--- src/rtl/mdio_master.sv ---
// mdio_master: Clause-22 MDIO master that serialises one read or write frame per request
// and returns read data with an acknowledge-error flag.
module mdio_master #(
    parameter int PRE_LEN = 32,
    parameter int GAP     = 2
) (
    input  logic        mdc,
    input  logic        rst_n,
    input  logic [4:0]  phy_add,
    input  logic [4:0]  reg_add,
    input  logic [15:0] wr_data,
    input  logic        wren,
    input  logic        rden,
    input  logic        mdio_i,
    output logic        mdio_o,
    output logic        mdio_oe,
    output logic        busy,
    output logic        done,
    output logic [15:0] rd_data,
    output logic        rd_valid,
    output logic        rd_err
);
    localparam int MX = (PRE_LEN > GAP) ? ((PRE_LEN > 16) ? PRE_LEN : 16) : ((GAP > 16) ? GAP : 16);
    localparam int CW = $clog2(MX);

    typedef enum logic [2:0] {S_IDLE, S_PRE, S_STOP, S_ADDR, S_TA, S_DATA, S_GAP} state_t;

    state_t        state, state_n;
    logic [CW-1:0] cnt, cnt_n;
    logic [31:0]   frame;
    logic [15:0]   sh;
    logic          is_rd, err, last, accept, drive;

    assign last   = cnt == '0;
    // the last GAP edge doubles as an accept edge so held requests repeat every N+GAP cycles
    assign accept = (state == S_IDLE || (state == S_GAP && last)) && (wren || rden);

    always_comb begin
        state_n = state;
        cnt_n   = cnt - CW'(1);
        if (accept) begin
            state_n = S_PRE;
            cnt_n   = CW'(PRE_LEN - 1);
        end else if (state == S_IDLE) begin
            cnt_n = cnt;
        end else if (last) begin
            unique case (state)
                S_PRE:   begin state_n = S_STOP; cnt_n = CW'(3);       end
                S_STOP:  begin state_n = S_ADDR; cnt_n = CW'(9);       end
                S_ADDR:  begin state_n = S_TA;   cnt_n = CW'(1);       end
                S_TA:    begin state_n = S_DATA; cnt_n = CW'(15);      end
                S_DATA:  begin state_n = S_GAP;  cnt_n = CW'(GAP - 1); end
                default: begin state_n = S_IDLE; cnt_n = '0;           end
            endcase
        end
    end

    always_ff @(posedge mdc) begin
        if (!rst_n) begin
            state   <= S_IDLE;
            cnt     <= '0;
            frame   <= '0;
            sh      <= '0;
            is_rd   <= 1'b0;
            err     <= 1'b0;
            rd_data <= '0;
            rd_err  <= 1'b0;
        end else begin
            state <= state_n;
            cnt   <= cnt_n;
            if (accept) begin
                frame <= {2'b01, wren ? 2'b01 : 2'b10, phy_add, reg_add, 2'b10, wr_data};
                is_rd <= !wren;
                err   <= 1'b0;
            end else if (state inside {S_STOP, S_ADDR, S_TA, S_DATA}) begin
                frame <= {frame[30:0], 1'b0};
            end
            if (state == S_TA && last)
                err <= mdio_i;
            if (state == S_DATA)
                sh <= {sh[14:0], mdio_i};
            if (state == S_DATA && last && is_rd) begin
                rd_data <= {sh[14:0], mdio_i};
                rd_err  <= err;
            end
        end
    end

    assign drive    = (state inside {S_PRE, S_STOP, S_ADDR}) || (!is_rd && (state inside {S_TA, S_DATA}));
    assign mdio_oe  = drive;
    assign mdio_o   = !drive || state == S_PRE || frame[31];
    assign busy     = state != S_IDLE;
    assign done     = state == S_GAP && cnt == CW'(GAP - 1);
    assign rd_valid = done && is_rd;
endmodule

--- config.mk ---
export PLATFORM = sky130hd
export DESIGN_NAME = mdio_master
export DESIGN_NICKNAME = d
export VERILOG_FILES = /design/src/rtl/mdio_master.sv
export SDC_FILE = /design/constraint.sdc
export NUM_CORES = 1
export LEC_CHECK = 0
export BUFFER_PORTS_ARGS = -buffer_cell sky130_fd_sc_hd__buf_4
export CORE_MARGIN = 5
export CORE_UTILIZATION = 45
export CTS_CLUSTER_DIAMETER = 40
export DETAILED_ROUTE_END_ITERATION = 16
export PLACE_DENSITY = 0.75
export REMOVE_ABC_BUFFERS = 1
export SETUP_SLACK_MARGIN = 0.2
export SYNTH_ARGS = -nofsm -noshare
export SYNTH_HDL_FRONTEND = slang
export SYNTH_SLANG_ARGS = --single-unit
--- constraint.sdc ---
create_clock -name mdc -period 2.1 [get_ports mdc]
set_clock_uncertainty 0.2 [all_clocks]
set_input_delay 0.105 -clock mdc [delete_from_list [all_inputs] [get_ports mdc]]
set_output_delay 0.105 -clock mdc [all_outputs]
set_load 0.01 [all_outputs]
==> flow_summary.json <==
{
  "io_buffer_count": 52,
  "worstReg2RegEnd": "frame[11]$_SDFFE_PN0P_",
  "netlist_instances": 392,
  "final_common_cell": "buf_4",
  "power_frac_comb": 0.234,
  "power.leakage_nw": 2.20,
  "tns_ps": -142,
  "critical_path.startpoint_type": "register",
  "vias": 3217,
  "cp_num_buf_inv": 2,
  "outcome": "complete, but fails checks",
  "die_w_um": 97.2,
  "via_per_inst": 5.50,
  "finalNetCount": 514,
  "synth_ff_type": "dfxtp_1",
  "dpl-instance-area_um2": 4000,
  "place_congestion": 0.890,
  "syn_area_um2": 3420,
  "start_util": 0.467,
  "drt_iter0_drc": 228,
  "wl_met3_um": 437,
  "clock_path_buffers": 2,
  "core_area_um2": 7330,
  "wl_met1_um": 4000,
  "avgSynthCellArea_um2": 8.73,
  "cp_slowest_cell": "or4b_4",
  "path_max_fanout": 29,
  "grt_max_degree": 34,
  "power_frac_clock": 0.318,
  "io_pins": 53,
  "hold_depth": 3,
  "internal_power_mw": 2.47,
  "synth.yosys.seq_area_share": 0.433,
  "grt_pass1_vias": 3094,
  "period_minus_slack_ps": 2130,
  "hold_violations": 0,
  "switching_share": 0.300,
  "synth.distinct_cells": 42,
  "drv_cap": 0,
  "critPathArrivalTime_ps": 2160,
  "drc": 0,
  "ys_seq_elements": 74,
  "rsz0062_at_grt": "yes",
  "max_stage_delay_ps": 470,
  "drive_gt1_frac": 0.404,
  "drt_pass1_iterations": 4,
  "ant_nets": 0,
  "route.met2.wl_um": 5000,
  "r2r_cells": 7,
  "fin_crit_sh": 1.02,
  "die_area_um2": 9440,
  "post_drt_wl_per_cell_um": 16.4,
  "fmaxAchievable_mhz": 469,
  "reg2reg_slack_ps": -30,
  "antenna_found_initial": 0,
  "drv_slew": 0,
  "numCtsBuffers": 9,
  "gr-total-overflow": 0,
  "hp-class": "primary input to register",
  "seqPwrFrac": 0.448,
  "synth_edf_count": 0,
  "p_per_area_nw_per_um2": 709,
  "path_clk_slew_ps": 80,
  "hp-start": "rst_n",
  "power_switching_mw": 1.06,
  "crit_required_ps": 2130,
  "path_cells": "inv_2, ha_4, or4b_4, o21ba_4, buf_4, nor3_1, a211oi_2",
  "violations": "setup timing",
  "ys.warnings.count": 0,
  "row_count": 31,
  "max_slew_margin": 0.538,
  "peakVddDrop_mv": 0.437,
  "synthArstFlopShare": 0,
  "post-route-cell-area_um2": 4970,
  "end_kind": "register",
  "cts_root_buf": "clkbuf_8",
  "top_layer": "met4",
  "h-tree-depth": 3,
  "layout_common_cells": "buf_4, dfxtp_1, nand2_1",
  "syn2layout_area_growth_pct": 45.4,
  "clkLatencyLatePin_ps": 350,
  "grt_pass1_wl_um": 14700,
  "hpwlAfterDp_um": 5450,
  "holdWs_ps": 62.0,
  "layout_setup_ws_ps": -34.1,
  "cts_sinks": 74,
  "cts_tree": "yes",
  "setup_viol_count_final": 11,
  "regToRegStartpoint": "cnt[0]$_SDFFE_PN0P_",
  "grt.total_usage": 0.187,
  "p_total_mw": 3.52,
  "hold_end": "frame[13]$_SDFFE_PN0P_",
  "die_h_um": 97.2,
  "totalWireLength_um": 9580,
  "critPathKind": "register to register",
  "cpLargestDelayFamily": "simple AND/OR/NAND/NOR gates",
  "tightestPinTransition_ps": 692
}
[metrics by stage]
step | util | cells | worst slack, ps
floorplan | - | 357 | -1600
global placement | 0.545 | 530 | 24.6
detailed placement | 0.545 | 530 | -58.2
CTS | 0.628 | 580 | 5.30
global route | 0.678 | 584 | -72.0
finish | 0.678 | 585 | -34.1
[power by group through the flow]
| stage | registers [mW] | clock network, mW | logic [mW] |
|---|---|---|---|
| finish | 1.58 | 1.12 | 0.825 |
| global route | 1.59 | 1.21 | 0.886 |
| CTS | 1.57 | 1.13 | 0.740 |
| detailed placement | 1.60 | 0 | 0.648 |
| global placement | 1.60 | 0 | 0.627 |
| floorplan | 1.59 | 0 | 0.420 |
[logic make-up after synthesis]
family | Yosys count | synth area share
AND/OR/NAND/NOR | 140 | 0.187
AO/OA/AOI/OAI | 100 | 0.219
multiplexers | 31 | 0.0907
adder cells (fa/ha/maj) | 3 | 0.0110
XOR/XNOR | 1 | 0.00256
buffers and inverters | 43 | 0.0567
flip-flops | 74 | 0.433
[cell usage after synthesis (all sizes together), types with 2 or more instances]
master,number,share of area
dfxtp,74,0.43
nand2,73,0.080
a21oi,46,0.067
nor3,33,0.048
mux2i,31,0.091
a211oi,28,0.099
clkbuf,22,0.024
buf,13,0.024
o21ai,10,0.015
nand3,9,0.013
nor2,9,0.0099
inv,8,0.0088
nor2b,4,0.0073
ha,3,0.011
a221oi,2,0.0051
nand4b,2,0.0051
o22ai,2,0.0037
o311ai,2,0.0051
[worst max path at each step]
stage / to / startpoint / cells after the start / slack, ps
2_1_floorplan: frame[10]$_SDFFE_PN0P_ / state[2]$_SDFFE_PP0P_ / 3 / -1600
3_3_place_gp: rd_data[11]$_SDFFE_PN0P_ / cnt[0]$_SDFFE_PN0P_ / 8 / 20
3_5_place_dp: frame[11]$_SDFFE_PN0P_ / cnt[0]$_SDFFE_PN0P_ / 7 / -60
4_1_cts: frame[21]$_SDFFE_PN0P_ / cnt[0]$_SDFFE_PN0P_ / 7 / 5
5_1_grt: frame[14]$_SDFFE_PN0P_ / cnt[0]$_SDFFE_PN0P_ / 7 / -70
6_report: frame[11]$_SDFFE_PN0P_ / cnt[0]$_SDFFE_PN0P_ / 7 / -30
[flip-flops by register name (all words and copies together) (netlist names)]
name	count
frame	32
rd_err	1
state	3
sh	15
is_rd	1
err	1
cnt	5
rd_data	16
[metal layers]
metal,up-vias,track usage
met3,14,0.0517
met5,-,0
met2,78,0.313
li1,1569,-
met4,0,0.0616
met1,1556,0.231
[worst min-delay path, stage by stage]
cell and delay, ps:
buf_4 110, inv_2 170, a211oi_2 180
[cell type report]
| class | instances | area [um^2] |
|---|---|---|
| antenna | 1 | 2.50 |
| clock buffer | 9 | 124 |
| clock inverter | 7 | 75.1 |
| fill | 517 | 2360 |
| inverter | 8 | 32.5 |
| multi-input combinational | 275 | 2100 |
| sequential | 74 | 1490 |
| tap | 99 | 124 |
| timing repair buffer | 112 | 1030 |
[repair_timing]
action / in CTS / in global routing
pin swaps: 2 / 26
endpoints found under the hold margin: 37 / 0
hold buffers: 30 / 0
setup endpoints to repair: 62 / 54
gates resized for setup: 22 / 73
cloned: 0 / 3
setup buffers: 4 / 1
No activity file was read; power rests on OpenSTA's default activity.
